### config.mk
export PLATFORM = sky130hd
export DESIGN_NAME = harmonic_sequencer
export DESIGN_NICKNAME = d
export VERILOG_FILES = /design/src/rtl/phasor_pkg.sv /design/src/rtl/harmonic_coef_rf.sv /design/src/rtl/sync_rom.sv /design/src/rtl/harmonic_sequencer.sv
export SDC_FILE = /design/constraint.sdc
export NUM_CORES = 1
export LEC_CHECK = 0
export BUFFER_PORTS_ARGS = -buffer_cell sky130_fd_sc_hd__buf_2
export CAP_MARGIN = 25
export CELL_PAD_IN_SITES_DETAIL_PLACEMENT = 1
export CELL_PAD_IN_SITES_GLOBAL_PLACEMENT = 2
export CORE_MARGIN = 8
export CORE_UTILIZATION = 38
export CTS_BUF_LIST = sky130_fd_sc_hd__clkbuf_4 sky130_fd_sc_hd__clkbuf_8
export CTS_CLUSTER_DIAMETER = 150
export DETAILED_ROUTE_END_ITERATION = 8
export GPL_TIMING_DRIVEN = 0
export PLACE_DENSITY_LB_ADDON = 0.1
export RECOVER_POWER = 50
export SETUP_SLACK_MARGIN = 0.2
export SLEW_MARGIN = 20
export SYNTH_ARGS = -nofsm -noshare
export SYNTH_HDL_FRONTEND = slang
export SYNTH_SLANG_ARGS = --single-unit
### constraint.sdc
create_clock -name clk -period 10.94 [get_ports clk]
set_input_delay 1.641 -clock clk [delete_from_list [all_inputs] [get_ports clk]]
set_output_delay 1.641 -clock clk [all_outputs]
set_load 0.02 [all_outputs]
### src/rtl/phasor_pkg.sv
// Shared types and constants for the harmonic sequencer slice.
package phasor_pkg;

  localparam int PHASE_W = 8;
  localparam int ROM_W   = 16;
  localparam int MAG_W   = 4;
  localparam int HARM_W  = 4;
  localparam int TERM_W  = 20;
  localparam int ACC_W   = 24;

  // pi * 2^60, rounded; used only to build the constant sine table
  localparam logic signed [127:0] PI_Q60 = 128'sh3243F6A8885A308D;

  typedef enum logic [1:0] {
    IDLE  = 2'd0,
    RUN   = 2'd1,
    DRAIN = 2'd2
  } seq_state_t;

  typedef struct packed {
    logic signed [MAG_W-1:0] sin;
    logic signed [MAG_W-1:0] cos;
  } coef_t;

  // round(32767 * sin(i*pi/128)) for i = 0..64 via a fixed-point Taylor
  // series in Q60. Only ever called with constant arguments, so it folds
  // to a table of constants.
  function automatic logic signed [ROM_W-1:0] quarter_sine(input int i);
    logic signed [127:0] x;
    logic signed [127:0] x2;
    logic signed [127:0] term;
    logic signed [127:0] acc;
    logic signed [127:0] scaled;
    x    = (PI_Q60 * 128'(i)) >>> 7;
    x2   = (x * x) >>> 60;
    term = x;
    acc  = x;
    for (int n = 1; n <= 12; n++) begin
      term = -(((term * x2) >>> 60) / 128'(2 * n * (2 * n + 1)));
      acc  = acc + term;
    end
    scaled = (acc * 128'sd32767 + (128'sd1 <<< 59)) >>> 60;
    return scaled[ROM_W-1:0];
  endfunction

endpackage

### src/rtl/harmonic_coef_rf.sv
// Harmonic coefficient register file: entries 1..15, one write port,
// one combinational read port. Index 0 reads as zero (there is no DC term).
module harmonic_coef_rf
  import phasor_pkg::*;
(
  input  logic              clk,
  input  logic              reset,
  input  logic              we,
  input  logic [HARM_W-1:0] wr_idx,
  input  coef_t             wr_data,
  input  logic [HARM_W-1:0] rd_idx,
  output coef_t             rd_data
);

  coef_t regs [1:15];

  // Register storage; writes to index 0 are dropped.
  always_ff @(posedge clk) begin
    if (reset) begin
      for (int i = 1; i <= 15; i++) regs[i] <= '0;
    end else if (we && (wr_idx != '0)) begin
      regs[wr_idx] <= wr_data;
    end
  end

  // Combinational read port.
  always_comb begin
    rd_data = '0;
    if (rd_idx != '0) rd_data = regs[rd_idx];
  end

endmodule

### src/rtl/sync_rom.sv
// Sine/cosine ROM with a registered address: data appears one cycle after
// the address is presented. Quarter-wave table folded by quadrant.
module sync_rom
  import phasor_pkg::*;
(
  input  logic                    clk,
  input  logic [PHASE_W-1:0]      addr,
  output logic signed [ROM_W-1:0] sin_out,
  output logic signed [ROM_W-1:0] cos_out
);

  logic signed [ROM_W-1:0] qtab [0:64];
  logic [PHASE_W-1:0]      addr_q;
  logic [PHASE_W-1:0]      cos_addr;

  for (genvar g = 0; g <= 64; g++) begin : g_qtab
    assign qtab[g] = quarter_sine(g);
  end

  // Mirror index within the quarter wave for quadrants 1 and 3.
  function automatic logic [6:0] fold_idx(input logic [PHASE_W-1:0] a);
    return a[6] ? (7'd64 - {1'b0, a[5:0]}) : {1'b0, a[5:0]};
  endfunction

  // Address register sets the one-cycle read latency.
  always_ff @(posedge clk) begin
    addr_q <= addr;
  end

  assign cos_addr = addr_q + 8'd64;

  // Table lookup with sign taken from the upper half of the circle.
  always_comb begin
    sin_out = addr_q[7]   ? -qtab[fold_idx(addr_q)]   : qtab[fold_idx(addr_q)];
    cos_out = cos_addr[7] ? -qtab[fold_idx(cos_addr)] : qtab[fold_idx(cos_addr)];
  end

endmodule

### src/rtl/harmonic_sequencer.sv
// Additive-synthesis sample builder: walks harmonics 1..N through one shared
// sine/cosine ROM and accumulates sin*ms[k] + cos*mc[k] into a 24-bit sample.
//
// Request handshake: sample_tick is a request that is taken on any edge where
// busy is low; a tick seen while busy is dropped and answered with a one-cycle
// overrun pulse. The result is announced by a one-cycle sample_valid strobe,
// and sample_out holds its value until the next strobe.
module harmonic_sequencer
  import phasor_pkg::*;
#(
  parameter logic [PHASE_W-1:0] PHASE_STEP = 8'd1
) (
  input  logic                    clk,
  input  logic                    reset,
  input  logic                    sample_tick,
  input  logic [HARM_W-1:0]       num_harm,
  input  logic                    coef_we,
  input  logic [HARM_W-1:0]       coef_idx,
  input  logic signed [MAG_W-1:0] coef_sin,
  input  logic signed [MAG_W-1:0] coef_cos,
  output logic                    busy,
  output logic                    sample_valid,
  output logic signed [ACC_W-1:0] sample_out,
  output logic                    overrun,
  output logic                    coef_wr_err
);

  seq_state_t              state, state_nxt;
  logic                    start, issue, finish;
  logic [HARM_W-1:0]       n_q, k_q;
  logic [PHASE_W-1:0]      phase_q, addr_q;
  coef_t                   wr_coef, rd_coef, cs_q;
  logic                    tv_q;
  logic signed [ROM_W-1:0] rom_sin, rom_cos;
  logic signed [TERM_W-1:0] prod_s, prod_c;
  logic signed [ACC_W-1:0] term, term_g, acc_q;

  assign wr_coef = '{sin: coef_sin, cos: coef_cos};

  harmonic_coef_rf u_coef_rf (
    .clk     (clk),
    .reset   (reset),
    .we      (coef_we && !busy),
    .wr_idx  (coef_idx),
    .wr_data (wr_coef),
    .rd_idx  (k_q),
    .rd_data (rd_coef)
  );

  sync_rom u_rom (
    .clk     (clk),
    .addr    (addr_q),
    .sin_out (rom_sin),
    .cos_out (rom_cos)
  );

  // FSM state register.
  always_ff @(posedge clk) begin
    if (reset) state <= IDLE;
    else       state <= state_nxt;
  end

  // FSM next state: N=0 skips RUN; RUN ends after issuing harmonic N.
  always_comb begin
    state_nxt = state;
    case (state)
      IDLE:    if (sample_tick) state_nxt = (num_harm == '0) ? DRAIN : RUN;
      RUN:     if (k_q == n_q) state_nxt = DRAIN;
      DRAIN:   state_nxt = IDLE;
      default: state_nxt = IDLE;
    endcase
  end

  // FSM outputs: busy flag and per-state datapath controls.
  always_comb begin
    busy   = (state != IDLE);
    start  = (state == IDLE) && sample_tick;
    issue  = (state == RUN);
    finish = (state == DRAIN);
  end

  // Term for the harmonic whose ROM data is arriving this cycle.
  always_comb begin
    prod_s = TERM_W'(rom_sin) * TERM_W'($signed(cs_q.sin));
    prod_c = TERM_W'(rom_cos) * TERM_W'($signed(cs_q.cos));
    term   = ACC_W'(prod_s) + ACC_W'(prod_c);
    term_g = tv_q ? term : '0;
  end

  // Datapath: address generation, coefficient alignment, accumulation,
  // sample register, base phase and error pulses.
  always_ff @(posedge clk) begin
    if (reset) begin
      phase_q      <= '0;
      n_q          <= '0;
      k_q          <= '0;
      addr_q       <= '0;
      cs_q         <= '0;
      tv_q         <= 1'b0;
      acc_q        <= '0;
      sample_out   <= '0;
      sample_valid <= 1'b0;
      overrun      <= 1'b0;
      coef_wr_err  <= 1'b0;
    end else begin
      sample_valid <= 1'b0;
      overrun      <= sample_tick && busy;
      coef_wr_err  <= coef_we && busy;
      tv_q         <= 1'b0;
      acc_q        <= acc_q + term_g;
      if (start) begin
        n_q    <= num_harm;
        k_q    <= 4'd1;
        addr_q <= phase_q;
        acc_q  <= '0;
      end
      if (issue) begin
        k_q    <= k_q + 4'd1;
        addr_q <= addr_q + phase_q;
        cs_q   <= rd_coef;
        tv_q   <= 1'b1;
      end
      if (finish) begin
        sample_out   <= acc_q + term_g;
        sample_valid <= 1'b1;
        phase_q      <= phase_q + PHASE_STEP;
      end
    end
  end

endmodule

Yosys cells after proc, flatten, opt, wreduce, memory -nomap -nowiden
Memory sizes are Yosys's and may differ from the RTL's. A register that Yosys moved wholly into a read port is not among the register bits.
Cells that the tools add are included.
{"block": "classes", "n_lt_le_gt_ge": 2, "eq_ne": 5, "addsub": 10, "bitwise_logic": 2, "n_reduce_logical": 15, "mul": 2, "div": 0, "mux": 30, "n_shift": 0}
{"op": "16-bit 2-to-1 mux", "count": 6}
{"op": "16-bit by 4-bit multiplier with 20-bit output", "count": 2}
{"op": "8-bit 2-to-1 mux", "count": 4}
{"op": "16-bit negation", "count": 2}
{"op": "24-bit adder", "count": 1}
{"op": "24-bit 2-to-1 mux", "count": 1}
{"op": "20-bit by 20-bit adder with 21-bit output", "count": 1}
{"op": "4-bit 2-to-1 mux", "count": 5}
{"op": "8-bit greater-or-equal comparator (second input constant)", "count": 2}
{"op": "7-bit NOT with 8-bit output", "count": 2}
{"op": "7-bit 2-to-1 mux", "count": 2}
{"op": "7-bit by 6-bit subtractor with 7-bit output (first input constant)", "count": 2}
{"op": "8-bit by 1-bit adder with 8-bit output (second input constant)", "count": 1}
{"op": "8-bit by 7-bit adder with 8-bit output (second input constant)", "count": 1}
{"op": "8-bit adder", "count": 1}
{"op": "1-bit 2-to-1 mux", "count": 8}
{"op": "4-bit nonzero test", "count": 2}
{"op": "8-bit OR reduction", "count": 1}
{"op": "2-bit 2-to-1 mux", "count": 3}
{"op": "1-bit logical AND", "count": 5}
{"op": "4-bit by 1-bit adder with 4-bit output (second input constant)", "count": 1}
{"op": "4-bit equality test", "count": 1}
{"op": "4-bit zero test", "count": 1}
{"op": "2-bit one-hot mux with 2 select lines", "count": 1}
{"op": "other kinds (9)", "count": 10}
{"block": "word_totals", "inputBits": 20, "ram_bits": 120, "ff_bits": 94, "latch_bits": 0, "mem_count": 3, "wordCells": 83, "mem_bits_ro": 4096}
{"name": "(name not given)", "depth": 128, "width": 16, "read_ports": 1, "rd_clocked_by_memory_dff": 0, "wr": 0, "line_no": "sync_rom.sv:35", "source": "cos_out = cos_addr[7] ? -qtab[fold_idx(cos_addr)] : qtab[fold_idx(cos_addr)];"}
{"name": "(name not given)", "depth": 128, "width": 16, "read_ports": 1, "rd_clocked_by_memory_dff": 0, "wr": 0, "line_no": "sync_rom.sv:34", "source": "sin_out = addr_q[7] ? -qtab[fold_idx(addr_q)] : qtab[fold_idx(addr_q)];"}
{"name": "u_coef_rf.regs", "depth": 15, "width": 8, "read_ports": 1, "rd_clocked_by_memory_dff": 1, "wr": 15, "line_no": "harmonic_coef_rf.sv:15", "source": "coef_t regs [1:15];"}

Longest topological paths before layout
{"block": "logic_depth", "ltp_word": 13, "ltp_mapped": 51, "depth_no_buf": 45}

By module
A second synthesis with hierarchy kept.
{"block": "hier_totals", "cells_unflattened": 2251, "hier_area_um2": 20111.8}
{"module": "harmonic_sequencer", "area_per_inst_um2": 9248.9, "instances": 1, "cells_each": 1091}
{"module": "harmonic_coef_rf", "area_per_inst_um2": 5590.4, "instances": 1, "cells_each": 377}
{"module": "sync_rom", "area_per_inst_um2": 5272.6, "instances": 1, "cells_each": 783}

Least setup slack after synthesis
No wires, ideal clock.
{"block": "synth_path", "kind": "register to register", "from": "register u_rom.addr_q[0]", "to": "register sample_out[19]", "stages_incl_launch_ff": 44, "period_less_slack_ns": 10.698, "arrival_ns": 10.636, "slack_ns": 0.242, "setup_ns": 0.062, "required_ns": 10.878, "path_cell_list": "dfxtp_1 > clkbuf_1 > clkbuf_1 > clkinv_1 > ha_1 > mux2_2 > ha_1 > clkbuf_1 > o21a_1 > o21ai_0 > a211oi_1 > a2111oi_0 > a21oi_1 > o22ai_1 > ha_1 > inv_1 > clkbuf_1 > o41ai_1 > [8 not listed] > ha_1 > a21oi_1 > nor2b_1 > a211oi_1 > o21ai_0 > a21o_1 > a21oi_1 > xnor2_1 > and2_1 > ha_1 > nand3_1 > nor2_1 > a211oi_1 > o31ai_1 > a21o_1 > a21o_1 > or4b_2 > nand3_1"}
{"block": "synth_between", "elab_chain_cells": 13, "word_cells_on_any_way": 22}
{"item": "start, declared", "line_no": "sync_rom.sv:13", "source": "logic [PHASE_W-1:0] addr_q;"}
{"item": "start signal, assigned", "line_no": "sync_rom.sv:27", "source": "addr_q <= addr;"}
{"item": "8-bit by 7-bit adder with 8-bit output", "line_no": "sync_rom.sv:30", "source": "assign cos_addr = addr_q + 8'd64;"}
{"item": "7-bit by 6-bit subtractor with 7-bit output", "line_no": "sync_rom.sv:22", "source": "return a[6] ? (7'd64 - {1'b0, a[5:0]}) : {1'b0, a[5:0]};"}
{"item": "7-bit 2-to-1 mux", "line_no": "sync_rom.sv:22"}
{"item": "7-bit NOT with 8-bit output (not written as such)", "line_no": "sync_rom.sv:35"}
{"item": "memory 128 x 16 bit"}
{"item": "16-bit 2-to-1 mux (not written as such) (2 in series)", "line_no": "sync_rom.sv:35"}
{"item": "16-bit negation", "line_no": "sync_rom.sv:35"}
{"item": "16-bit 2-to-1 mux", "line_no": "sync_rom.sv:35"}
{"item": "16-bit by 4-bit multiplier with 20-bit output", "line_no": "harmonic_sequencer.sv:85", "source": "prod_c = TERM_W'(rom_cos) * TERM_W'($signed(cs_q.cos));"}
{"item": "20-bit by 20-bit adder with 21-bit output *", "line_no": "harmonic_sequencer.sv:86", "source": "term = ACC_W'(prod_s) + ACC_W'(prod_c);"}
{"item": "24-bit 2-to-1 mux *", "line_no": "harmonic_sequencer.sv:87", "source": "term_g = tv_q ? term : '0;"}
{"item": "24-bit adder *", "line_no": "harmonic_sequencer.sv:124", "source": "sample_out <= acc_q + term_g;"}
{"item": "end signal, assigned", "line_no": "harmonic_sequencer.sv:124"}
{"item": "end, declared", "line_no": "harmonic_sequencer.sv:23", "source": "output logic signed [ACC_W-1:0] sample_out,"}
Every way passes the cells marked *; elsewhere a longest branch is shown, timed or not. The select of a mux whose other input is x is not followed.
A chain may end at the register's enable or synchronous reset.

Final worst setup path
Ends and elaborated chain as after synthesis.

==> impl_metrics.py <==
metrics = {
    "power": {
        "power.leakage_nw": 9.783,
        "vdd_drop_max_mv": 0.1136,
        "cellPowerDensity_mw_per_mm2": 85.39,
    },
    "timing": {
        "hold_viol_final": 0,
        "finalCriticalPeriod_ps": 10450,
        "setup_ws_ps": 493.5,
        "setup_violations": 0,
        "fin_worst_skew_ps": 24.87,
        "period_share": 0.9549,
        "tns_ps": 0,
        "rsz0062_at_grt": "no",
        "fmax_mhz": 95.73,
        "relSlewSlack": 0.3433,
        "hold_slack_ps": 395.7,
        "drv_slew": 0,
        "tightest_slew_ps": 960.3,
    },
    "synth": {
        "syn_area_sq_mm": 0.02154,
        "synthArstFlopShare": 0,
        "synth_top_area_frac": 0.1785,
        "synth_warnings": 0,
        "yosys-top-cells-count": "222 x nor2_1, 185 x and2_1, 180 x inv_1, 158 x nand2_1, 150 x a21oi_1",
        "avgSynthCellArea_sq_um": 8.744,
        "synth_edf_count": 128,
        "ys_seq_area_frac": 0.2696,
        "ys.flop_type": "edfxtp_1",
        "yosysTopAreaCell": "edfxtp_1",
        "ys_seq_elements": 226,
        "synth.area.top_cells": "edfxtp_1 18%, fa_1 9.9%, dfxtp_1 9.1%, ha_1 6.0%, and2_1 5.4%",
        "synthCells": 2463,
        "synth_most_common_cell": "nor2_1",
        "synth.distinct_cells": 97,
    },
    "setup_path": {
        "critical-path-slowest-cell": "clkbuf_1",
        "path_max_fanout": 12,
        "path_common_cell": "fa_1",
        "critPathBufInv": 8,
        "cp.arrival_ps": 10900,
        "critPathTopFamily": "adder cells",
        "cp-end-kind": "flip-flop",
        "r2r_slack_ps": 490,
        "r2r-end": "sample_out[19]",
        "reg2reg_depth": 40,
        "cpPeakStageDelay_ps": 720,
        "r2r-start": "u_rom.addr_q[0]",
        "timing_worst_setup_path_type": "reg -> reg",
        "cp.required_ps": 11400,
        "crit_path_start_kind": "flip-flop",
    },
    "place": {
        "gp_congestion": 0.9767,
        "hpwl_mm": 67.33,
        "port_buffers": 47,
        "dpl_worst_slack_ps": -4098,
        "place_area_sq_mm": 0.02274,
    },
    "clock_tree": {
        "cts_hold_buffers": 0,
        "clk_path_buf_depth": 3,
        "clockRootBuffer": "clkbuf_8",
        "clock_sinks": 226,
        "htree_num_levels": 2,
        "path_clk_slew_ps": 70,
        "cts_tree": "done",
        "clock_latency_ps": 530,
        "cts_buffers": 35,
    },
    "detailed_routing": {
        "drt_iter0_drc": 1443,
        "drc_errors": 0,
        "ant_nets": 0,
        "wire_per_inst_um": 26.07,
        "vias_per_cell": 6.019,
        "vias": 20410,
        "dr.pass1.iters": 6,
        "drt-total-wl_mm": 88.42,
    },
    "grt": {
        "grt_pass1_wl_mm": 133.3,
        "overflow": 0,
        "grt_busiest_layer": "met2",
        "use_met1": 0.3606,
        "grtUsageTotal": 0.2681,
        "grt_pass1_vias": 21080,
        "antenna_found_initial": 2,
        "grt_util_met3": 0.02730,
        "grt_use_met2": 0.4503,
        "grt_max_degree": 15,
    },
    "outcome": {
        "outcome": "completed",
    },
    "min_path": {
        "hold_class": "reg -> reg",
        "min_path_cells": 0,
        "holdPathEnd": "u_rom.addr_q[0]",
        "min_from": "addr_q[0]",
    },
    "final_layout": {
        "nNetsFinal": 2843,
        "drive_gt1_frac": 0.1735,
        "multi_input_area_sq_mm": 0.01540,
        "fillers": 6598,
        "syn2layout_area_growth_pct": 16.48,
        "design_area_sq_mm": 0.02508,
        "final_util": 0.4466,
        "regArea_sq_mm": 0.005814,
    },
    "floorplanning": {
        "start_util": 0.3834,
        "ios": 48,
        "core_area_sq_mm": 0.05617,
        "num_rows": 87,
        "die_width_um": 254.1,
        "die_h_um": 254.1,
        "dieArea_sq_mm": 0.06455,
    },
    "flow_run": {
        "drv_cap": 0,
    },
}
-- worst register-to-register path, delay by kind of cell (launching register included) --
| kind | cells | cell delay (ps) |
|---|---|---|
| xor gates and xnor gates | 2 | 350 |
| adders and majority gates | 8 | 3050 |
| and+or+nand+nor | 6 | 1390 |
| AOI/OAI and AO/OA | 15 | 2690 |
| buffers and inverters | 8 | 1980 |
| DFF | 1 | 360 |
| muxes | 1 | 590 |
-- per-layer routing --
layer | part of all wire | vias up
met5 | 0.00015 | -
met2 | 0.47 | 786
met1 | 0.43 | 10300
met4 | 0.037 | 2
li1 | - | 9126
met3 | 0.059 | 192
-- through the flow --
step                      std cells  power [mW]
after floorplan                2470       1.240
final                          3391       2.142
after CTS                      3364       2.138
after detailed placement       3273       1.403
after global placement         3273       1.397
after global routing           3391       2.236
-- timing repair --
item,CTS,global route
endpoints found under the setup margin,44,20
buffers inserted,33,23
cloned,0,1
gates resized for setup,182,141
pin swaps,26,44
-- final cells by class --
| class | instances | share of cell area |
|---|---|---|
| multi-input cells | 1893 | 0.6141 |
| flip-flops and latches | 226 | 0.2318 |
| well taps | 756 | 0.03771 |
| plain buffers | 169 | 0.03656 |
| inverters | 183 | 0.02833 |
| clock buffers | 52 | 0.02529 |
| repair buffers | 105 | 0.02509 |
| clock inverters | 6 | 0.0009976 |
| diodes | 1 | 0.00009976 |
-- logic make-up after synthesis --
logic type | count (synthesis) | synth area share
other cells | 1 | 0.0001741
simple gates | 907 | 0.2208
flops | 226 | 0.2696
xor+xnor | 76 | 0.03091
compound gates | 617 | 0.1956
buf+inv | 352 | 0.06536
mux | 74 | 0.05856
fa+ha+maj | 210 | 0.1590
-- power by group --
group | internal, mW | total (mW) | leakage [nW] | switching (mW)
Combinational | 0.183 | 0.504 | 7.31 | 0.321
Clock | 0.368 | 0.697 | 0.354 | 0.329
Sequential | 0.924 | 0.940 | 2.12 | 0.0160
-- registers in the layout, summed over array words and instances, names as in the netlist, named ones only --
signal          count
u_coef_rf.regs    128
acc_q              24
sample_out         24
addr_q              8
cs_q                8
phase_q             8
u_rom.addr_q        8
k_q                 4
n_q                 4
state               2
coef_wr_err         1
overrun             1
sample_valid        1
tv_q                1
-- worst max path at each step --
stage | startpoint | end | slack [ps] | cells past startpoint
after floorplan | u_rom.addr_q[0] | sample_out[19] | 240 | 43
after global routing | u_rom.addr_q[0] | sample_out[23] | 110 | 50
after CTS | u_rom.addr_q[0] | sample_out[23] | 200 | 46
final | u_rom.addr_q[0] | sample_out[19] | 490 | 40
after detailed placement | u_rom.addr_q[0] | sample_out[19] | -4100 | 43
after global placement | u_rom.addr_q[0] | sample_out[19] | -4040 | 43
-- placed cells by master (no fill, tap or decap), types with 31 or more instances in the layout --
cell,instances
a21oi_1,136
a22oi_1,31
and2_0,73
and2_1,111
buf_2,35
buf_4,78
clkbuf_1,117
clkbuf_8,43
dfxtp_1,95
edfxtp_1,128
fa_1,106
ha_1,83
inv_1,175
mux4_2,41
nand2_1,152
nand2b_1,36
nand3_1,51
nor2_1,216
nor2b_1,34
nor3_1,47
o21ai_0,97
xnor2_1,41
No activity file was read; power rests on OpenSTA's default activity.
